`config.mk`:
```
export PLATFORM = sky130hd
export DESIGN_NAME = ifu_fetch_queue
export DESIGN_NICKNAME = d
export VERILOG_FILES = /design/src/rtl/ifu_fetch_queue.sv
export SDC_FILE = /design/constraint.sdc
export NUM_CORES = 1
export LEC_CHECK = 0
export ABC_AREA = 1
export CORE_MARGIN = 5
export CORE_UTILIZATION = 50
export CTS_CLUSTER_DIAMETER = 150
export DETAILED_ROUTE_END_ITERATION = 6
export GPL_ROUTABILITY_DRIVEN = 1
export PLACE_DENSITY = 0.72
export SYNTH_ARGS = -nofsm -noshare
export SYNTH_HDL_FRONTEND = slang
export SYNTH_SLANG_ARGS = --single-unit
export TNS_END_PERCENT = 5
```
`constraint.sdc`:
```
create_clock -name clk_i -period 5 [get_ports clk_i]
set_input_delay 1 -clock clk_i [delete_from_list [all_inputs] [get_ports clk_i]]
set_output_delay 1 -clock clk_i [all_outputs]
set_load 0.02 [all_outputs]
```
`src/rtl/ifu_fetch_queue.sv`:
```
// rtl/ifu_fetch_queue.sv - instruction fetch queue: PC generation, req/gnt bus issue, in-order response buffering, flush on jump
//
// Ports:
//   clk_i, rst_n_i            clock, asynchronous active-low reset
//   jump_flag_i, jump_addr_i  one-cycle flush and redirect target
//   ibus_req_o, ibus_addr_o   fetch request and word-aligned fetch address
//   ibus_gnt_i                request accepted this cycle
//   ibus_rvld_i, ibus_data_i  in-order response valid and instruction word
//   inst_vld_o, inst_rdy_i    head entry handshake toward the decoder
//   inst_data_o, inst_addr_o  head instruction and its PC
module ifu_fetch_queue #(
    parameter int                ADDR_W   = 32,
    parameter int                DATA_W   = 32,
    parameter int                DEPTH    = 4,
    parameter logic [ADDR_W-1:0] RESET_PC = '0
) (
    input  logic              clk_i,
    input  logic              rst_n_i,
    input  logic              jump_flag_i,
    input  logic [ADDR_W-1:0] jump_addr_i,
    output logic              ibus_req_o,
    output logic [ADDR_W-1:0] ibus_addr_o,
    input  logic              ibus_gnt_i,
    input  logic              ibus_rvld_i,
    input  logic [DATA_W-1:0] ibus_data_i,
    output logic              inst_vld_o,
    input  logic              inst_rdy_i,
    output logic [DATA_W-1:0] inst_data_o,
    output logic [ADDR_W-1:0] inst_addr_o
);

    localparam int PTR_W = $clog2(DEPTH);
    localparam int CNT_W = $clog2(DEPTH + 1);

    logic [ADDR_W-1:0] r_pc;
    logic [PTR_W-1:0]  r_wr_ptr;
    logic [PTR_W-1:0]  r_fill_ptr;
    logic [PTR_W-1:0]  r_rd_ptr;
    logic [CNT_W-1:0]  r_res_cnt;    // slots reserved or filled
    logic [CNT_W-1:0]  r_pend_cnt;   // reserved, response not yet arrived
    logic [CNT_W-1:0]  r_discard;    // stale responses still to be dropped
    logic [ADDR_W-1:0] r_slot_addr [DEPTH];
    logic [DATA_W-1:0] r_slot_data [DEPTH];
    logic [DEPTH-1:0]  r_slot_full;

    logic [CNT_W:0]    w_occ;
    logic              w_req;
    logic              w_grant;
    logic              w_drop;
    logic              w_fill;
    logic              w_head_vld;
    logic              w_pop;
    logic              w_old_rsp;
    logic [CNT_W-1:0]  w_jump_discard;
    logic [ADDR_W-1:0] w_jump_pc;

    // Stale responses still occupy bus capacity, so they count against DEPTH.
    assign w_occ      = {1'b0, r_res_cnt} + {1'b0, r_discard};
    assign w_req      = rst_n_i & ~jump_flag_i & (w_occ < (CNT_W + 1)'(DEPTH));
    assign w_grant    = w_req & ibus_gnt_i;
    assign w_drop     = ibus_rvld_i & (r_discard != '0);
    assign w_fill     = ibus_rvld_i & (r_discard == '0) & (r_pend_cnt != '0);
    assign w_head_vld = r_slot_full[r_rd_ptr];
    assign w_pop      = w_head_vld & inst_rdy_i & ~jump_flag_i;

    // On a flush every unfilled reservation becomes a stale response; a response
    // arriving in the flush cycle itself is already accounted for and consumed.
    assign w_old_rsp      = ibus_rvld_i & ((r_discard != '0) | (r_pend_cnt != '0));
    assign w_jump_discard = r_discard + r_pend_cnt - CNT_W'(w_old_rsp);
    assign w_jump_pc      = jump_addr_i & ~ADDR_W'(3);

    assign ibus_req_o  = w_req;
    assign ibus_addr_o = r_pc;
    assign inst_vld_o  = w_head_vld;
    assign inst_data_o = r_slot_data[r_rd_ptr];
    assign inst_addr_o = r_slot_addr[r_rd_ptr];

    always_ff @(posedge clk_i or negedge rst_n_i) begin
        if (!rst_n_i) begin
            r_pc        <= RESET_PC;
            r_wr_ptr    <= '0;
            r_fill_ptr  <= '0;
            r_rd_ptr    <= '0;
            r_res_cnt   <= '0;
            r_pend_cnt  <= '0;
            r_discard   <= '0;
            r_slot_full <= '0;
            for (int i = 0; i < DEPTH; i++) begin
                r_slot_addr[i] <= '0;
                r_slot_data[i] <= '0;
            end
        end else if (jump_flag_i) begin
            r_pc        <= w_jump_pc;
            r_wr_ptr    <= '0;
            r_fill_ptr  <= '0;
            r_rd_ptr    <= '0;
            r_res_cnt   <= '0;
            r_pend_cnt  <= '0;
            r_discard   <= w_jump_discard;
            r_slot_full <= '0;
        end else begin
            if (w_grant) begin
                r_pc                  <= r_pc + ADDR_W'(4);
                r_wr_ptr              <= r_wr_ptr + PTR_W'(1);
                r_slot_addr[r_wr_ptr] <= r_pc;
            end
            if (w_fill) begin
                r_fill_ptr              <= r_fill_ptr + PTR_W'(1);
                r_slot_data[r_fill_ptr] <= ibus_data_i;
                r_slot_full[r_fill_ptr] <= 1'b1;
            end
            if (w_pop) begin
                r_rd_ptr              <= r_rd_ptr + PTR_W'(1);
                r_slot_full[r_rd_ptr] <= 1'b0;
            end
            r_res_cnt  <= r_res_cnt + CNT_W'(w_grant) - CNT_W'(w_pop);
            r_pend_cnt <= r_pend_cnt + CNT_W'(w_grant) - CNT_W'(w_fill);
            r_discard  <= r_discard - CNT_W'(w_drop);
        end
    end

`ifndef SYNTHESIS
    a_no_orphan_rvld: assert property (@(posedge clk_i) disable iff (!rst_n_i)
        !(ibus_rvld_i && r_discard == '0 && r_pend_cnt == '0));
    a_no_overflow: assert property (@(posedge clk_i) disable iff (!rst_n_i)
        (w_occ <= (CNT_W + 1)'(DEPTH)));
`endif

endmodule
```
==> flow_summary_export.csv, run 1 <==
group,metric,value,unit
worst_setup_path,crit_path_start_kind,"flop",
global_route,grt_use_total,22.0,%
yosys,syn_area,14600,um^2
cts,clock-sinks,297,
cts,cts_root_buf,"clkbuf_16",
worst_setup_path,crit_type,"flop to output pin",
cts,cts_max_level,2,
yosys,synthFlopType,"dfrtp_1",
timing,clock-skew-final,0.0160,ns
finish,fin_util,59.9,%
cts,numCtsBuffers,34,
finish,area_growth,18.0,%
yosys,synth_top_cell_by_area,"dfrtp_1",
power_and_ir_drop,ir_worst_vdd,214,uV
drt,routed_wl,36700,um
yosys,ys_seq_area_share,50.9,%
yosys,synth_edf_count,0,
floorplan,num_rows,62,
power_and_ir_drop,comb_power_share,29.3,%
yosys,synth_common_cells,"nand2_1 (448), dfrtp_1 (297), o21ai_0 (253), nor2_1 (185), inv_1 (115)",
worst_setup_path,rr_endpoint,"r_res_cnt[2]",
power_and_ir_drop,p_int,5.24,mW
timing,hold_slack,0.425,ns
cts,cts_buffer_depth,3,
run_status,status,"finished clean",
drt,vias,12100,
cts,cts_tree,"done",
finish,fin_cells,2251,
cts,cts_resized,0,
yosys,ys_seq_elements,297,
global_route,antenna_found_initial,0,
cts,postCtsSetupBuffers,0,
floorplan,core_area,28800,um^2
worst_setup_path,critPathMaxFanout,70,
timing,max_slew_margin,25.1,%
timing,rsz0062_at_grt,"false",
flow_run,max_cap_viol_count,0,
yosys,synth.most_common_cell,"nand2_1",
placement,place_hpwl,23000,um
floorplan,ios,168,
yosys,ys_warn_count,0,
drt,avgRoutedWirePerCell,16.3,um
floorplan,die_area,32700,um^2
floorplan,fp.dieW,181,um
timing,setup_slack,0.957,ns
timing,fin_crit_sh,80.9,%
worst_setup_path,reg2reg_depth,15,
power_and_ir_drop,switching_share,32.5,%
yosys,synth_cell_types,34,
finish,layout.nets,1942,
timing,hold_viol_final,0,
placement,post-place-ws,1.48,ns
power_and_ir_drop,power.density,451,nW/um^2
global_route,grt_max_degree,179,
worst_setup_path,worstPathArrival,3.04,ns
timing,max_freq,247,MHz
finish,num_antenna_cells,0,
power_and_ir_drop,p_seq_share,40.2,%
worst_setup_path,r2r-start,"r_rd_ptr[0]",
worst_setup_path,cp.required,4.00,ns
global_route,grt_pass1_vias,11900,
cts,ctsHoldBuffers,0,
power_and_ir_drop,p_leak,8.21,nW
timing,finalSetupViolations,0,
yosys,yosys-top-cells-area,"dfrtp_1 (51%), nand2_1 (12%), o21ai_0 (8.7%)",
power_and_ir_drop,power_switching,2.53,mW
yosys,syn_inst,1744,
timing,finalMaxSlewViolations,0,
worst_setup_path,rrSetupSlack,1.49,ns
worst_setup_path,cp-end-kind,"output pin",
timing,finalCriticalPeriod,4.04,ns
cts,cts.clk_slew.worst_paths,0.06,ns
floorplan,start_util,50.8,%
yosys,synthArstFlopShare,100,%
global_route,grt-ovfl-total,0,
power_and_ir_drop,p_clk_share,30.5,%
drt,drc,0,
placement,port_buffers,161,
hold_path,min_path_type,"primary input to asynchronous set/reset pin",
finish,drive_gt1_share,9.16,%
finish,nFillCells,2574,
cts,insertion_delay,0.50,ns
yosys,synth_top_area_share,50.9,%
drt,viasPerCell,5.38,
global_route,grt_pass1_wl,60300,um
drt,drt_iter0_drc,1151,
yosys,syn_avg_cell_area,8.38,um^2
placement,dp_cells,2193,
placement,gp_congestion,0.970,
floorplan,die_h,181,um
drt,ant_nets,0,
timing,finalSetupTns,0,ns
timing,worst_pin_slew,1.12,ns
drt,first_pass_iters,5,
## cells by family after synthesis
group,count (synthesis),synth area share (%)
AOI/OAI and AO/OA,465,18.6
xor gates and xnor gates,9,0.539
adders and majority gates,27,2.47
buffers and inverters,227,7.57
DFF,297,50.9
other,1,0.0257
and+or+nand+nor,718,19.9
## cell type report
type	instances	area, um^2	share of cell area (%)
Clock buffer	52	1040	6.03
Inverter	117	445	2.58
Timing Repair Buffer	172	1710	9.93
Sequential cell	297	7440	43.2
Multi-Input combinational cell	1223	6080	35.3
Clock inverter	6	37.5	0.218
Tap cell	384	480	2.79
## stage by stage
step / power (mW) / cell area, um^2
finish: 7.77 / 17200
detailed placement: 5.44 / 16200
CTS: 7.83 / 17200
global route: 8.21 / 17200
floorplan: 4.42 / 14600
global placement: 5.38 / 16200
## registers in the layout, summed over array words and instances (netlist names)
| name | flops |
|---|---|
| r_slot_data | 128 |
| r_slot_addr | 120 |
| ibus_addr_o | 30 |
| r_slot_full | 4 |
| r_discard | 3 |
| r_pend_cnt | 3 |
| r_res_cnt | 3 |
| r_fill_ptr | 2 |
| r_rd_ptr | 2 |
| r_wr_ptr | 2 |
## worst max-delay path: stages, from the launching register on
cell	delay, ns
dfrtp_4	0.65
clkinv_2	0.10
buf_4	0.61
o21ai_0	0.16
o22ai_1	0.33
clkdlybuf4s50_1	0.68
## per-layer routing
| layer | up-vias | wire length, um | global-route usage (%) |
|---|---|---|---|
| met2 | 381 | 17100 | 36.0 |
| met3 | 54 | 2350 | 4.20 |
| met5 | - | 0 | 0 |
| met4 | 0 | 772 | 6.00 |
| li1 | 5896 | - | - |
| met1 | 5790 | 16500 | 30.4 |
## worst max path at each step
stage / from / endpoint / cells after the start
3_3_place_gp: r_rd_ptr[0] / inst_addr_o[29] / 5
3_5_place_dp: jump_flag_i / r_slot_addr[15] / 8
5_1_grt: r_rd_ptr[0] / inst_addr_o[9] / 5
2_1_floorplan: jump_flag_i / r_pend_cnt[2] / 13
4_1_cts: r_rd_ptr[0] / inst_addr_o[29] / 5
6_report: r_rd_ptr[0] / inst_addr_o[29] / 5
## cell usage in the layout (no fill, tap or decap), types with 2 or more instances in the layout
master           netlist  layout
nand3_1               55      55
nand2_2               14      14
o21ai_2               78      78
dfrtp_1              297     295
xnor2_1                4       4
a21oi_1                2       2
ha_1                  24      24
clkbuf_8               0      10
clkinv_4               1       2
o21ai_1               60      60
clkdlybuf4s50_1        0     160
o21ai_0              253     253
nand4_1                4       4
o211ai_1               9       9
nor2_1               185     185
clkbuf_1              44       7
o22ai_1               62      62
clkbuf_16              0      35
xor2_1                 5       5
fa_1                   3       3
buf_4                  5      10
conb_1                 1       4
nand2_1              448     448
inv_1                115     113
nand2_4                5       5
clkinv_2               0       5
## power by group through the flow
stage	clock, mW	sequential, mW	combinational (mW)
after floorplan	0	3.12	1.30
after global placement	0	3.14	2.24
after detailed placement	0	3.15	2.29
after CTS	2.42	3.11	2.30
after global routing	2.53	3.17	2.51
final	2.37	3.12	2.28
No activity file was read; power rests on OpenSTA's default activity.
==> inputs of run 2 (changes only) <==
==> constraint.sdc (replaced) <==
create_clock -name clk_i -period 3.8 [get_ports clk_i]
set_input_delay 0.76 -clock clk_i [delete_from_list [all_inputs] [get_ports clk_i]]
set_output_delay 0.76 -clock clk_i [all_outputs]
set_load 0.02 [all_outputs]
==> run 2 against run 1 <==
Effect of this change:
- first-iteration DRC count decreased by 11%
- global-route usage grew 0.32 points
- sequential cell count unchanged
- non-clock buffer count grew 8
- wire length increased by 0.86%
- utilization is 0.35 points higher
- combinational power is 32% higher
- total power grew 32%
- worst setup slack got worse by 0.73 ns
- critical path type unchanged
- largest power group unchanged
==> flow_summary_export.csv, run 2 (synthesis results as in run 1) <==
group,metric,value,unit
floorplan,core_area,28800,um^2
timing,fin_crit_sh,94.0,%
global_route,grt-ovfl-total,0,
flow_run,max_cap_viol_count,0,
placement,post-place-ws,0.525,ns
timing,worst_pin_slew,0.987,ns
worst_setup_path,cp_slowest_cell,"dfrtp_2",
cts,cts_root_buf,"clkbuf_16",
power_and_ir_drop,power.density,591,nW/um^2
cts,numCtsBuffers,34,
global_route,antenna_found_initial,0,
finish,layout_commonest_cell,"nand2_1",
power_and_ir_drop,p_seq_share,40.1,%
drt,vias,12100,
cts,insertion_delay,0.50,ns
timing,hold_viol_final,0,
worst_setup_path,worst-path-buf-inv,2,
worst_setup_path,cp-end-kind,"output pin",
finish,num_antenna_cells,0,
timing,clock-skew-final,0.0251,ns
finish,layout.nets,1950,
worst_setup_path,cp_slowest_stage_delay,0.76,ns
drt,drt_iter0_drc,1019,
drt,ant_nets,0,
worst_setup_path,cp.required,3.04,ns
drt,avgRoutedWirePerCell,16.4,um
worst_setup_path,crit_path_start_kind,"flop",
floorplan,ios,168,
timing,max_slew_margin,34.2,%
worst_setup_path,crit_type,"flop to output pin",
worst_setup_path,reg2reg_depth,12,
cts,postCtsSetupBuffers,0,
timing,finalCriticalPeriod,3.57,ns
cts,clock-sinks,297,
timing,finalSetupViolations,0,
worst_setup_path,rrSetupSlack,0.80,ns
worst_setup_path,path_cells,"buf_4 -> o21ai_0 -> o22ai_1 -> clkdlybuf4s50_1",
cts,cts_max_level,2,
worst_setup_path,cpLargestDelayFamily,"buffers and inverters",
finish,area_growth,18.7,%
global_route,grt_pass1_vias,11800,
cts,cts_buffer_depth,3,
cts,ctsHoldBuffers,0,
finish,largest-register,"r_slot_data",
placement,gp_congestion,0.929,
drt,first_pass_iters,5,
floorplan,fp.dieW,181,um
power_and_ir_drop,p_leak,8.26,nW
timing,finalSetupTns,0,ns
power_and_ir_drop,p_clk_share,30.5,%
drt,routed_wl,37000,um
global_route,grt_use_total,22.3,%
worst_setup_path,r2r-start,"r_rd_ptr[0]",
worst_setup_path,rr_endpoint,"r_res_cnt[2]",
power_and_ir_drop,total_power,10.2,mW
worst_setup_path,worstPathArrival,2.81,ns
placement,port_buffers,161,
floorplan,die_area,32700,um^2
power_and_ir_drop,power_switching,3.33,mW
cts,cts_resized,0,
timing,rsz0062_at_grt,"false",
drt,drc,0,
floorplan,start_util,50.8,%
floorplan,num_rows,62,
cts,cts_tree,"done",
hold_path,min_path_type,"primary input to asynchronous set/reset pin",
finish,multi_input_area,6080,um^2
floorplan,die_h,181,um
timing,hold_slack,0.126,ns
timing,setup_slack,0.227,ns
drt,viasPerCell,5.37,
timing,finalMaxSlewViolations,0,
power_and_ir_drop,switching_share,32.5,%
power_and_ir_drop,p_int,6.91,mW
finish,regArea,7440,um^2
global_route,grt_max_degree,175,
finish,drive_gt1_share,9.43,%
global_route,grt_pass1_wl,61000,um
finish,largest_register_ffs,128,
finish,final_cell_mix,"nand2_1 (448), dfrtp_1 (295), o21ai_0 (253)",
cts,cts.clk_slew.worst_paths,0.06,ns
timing,max_freq,280,MHz
worst_setup_path,critPathMaxFanout,30,
power_and_ir_drop,ir_worst_vdd,331,uV
finish,nFillCells,2574,
run_status,status,"finished clean",
placement,place_hpwl,23300,um
power_and_ir_drop,comb_power_share,29.4,%
==> run 2: changes by cell type in the layout (fill, tap and decap cells not counted) <==
cell       previous run  this run
buf_12                1         5
clkbuf_1              7        11
bufinv_16             0         1
buf_4                10        14
clkinv_2              5         7
clkinv_4              2         1
clkbuf_8             10         6
==> run 2: worst max path at each step <==
stage | from | to | slack, ns | cells after the start
5_1_grt | r_rd_ptr[1] | inst_addr_o[13] | 0.16 | 4
2_1_floorplan | jump_flag_i | r_pend_cnt[2] | 1.09 | 13
3_5_place_dp | jump_flag_i | r_slot_addr[24] | 0.53 | 10
6_report | r_rd_ptr[1] | inst_addr_o[12] | 0.23 | 4
3_3_place_gp | jump_flag_i | r_slot_addr[15] | 0.58 | 9
4_1_cts | r_rd_ptr[1] | inst_addr_o[19] | 0.23 | 4
==> run 2: through the flow <==
stage / util [%] / cells / instance area, um^2
3_3_place_gp: 56.5 / 2201 / 16300
5_1_grt: 60.2 / 2261 / 17300
6_report: 60.2 / 2261 / 17300
3_5_place_dp: 56.5 / 2201 / 16300
2_1_floorplan: - / 1747 / 14600
4_1_cts: 60.2 / 2261 / 17300
==> run 2: layout make-up <==
class | instances | area share [%]
flip-flops and latches | 297 | 42.9
multi-input cells | 1223 | 35.1
repair buffers | 180 | 10.5
clock buffers | 52 | 5.77
well taps | 384 | 2.77
inverters | 117 | 2.57
clock inverters | 8 | 0.397
==> run 2: per-layer routing <==
| metal | wire [um] | part of all wire, % | GRT usage (%) |
|---|---|---|---|
| met1 | 16800 | 45 | 31.3 |
| met2 | 17000 | 46 | 36.3 |
| met3 | 2350 | 6.3 | 3.78 |
| met4 | 844 | 2.3 | 6.00 |
| met5 | 0 | 0 | 0 |
==> run 2: power groups by stage <==
stage	sequential [mW]	combinational, mW	clock (mW)
6_report	4.11	3.01	3.13
5_1_grt	4.17	3.31	3.33
4_1_cts	4.09	3.05	3.20
3_5_place_dp	4.14	3.03	0
3_3_place_gp	4.13	2.97	0
2_1_floorplan	4.10	1.71	0
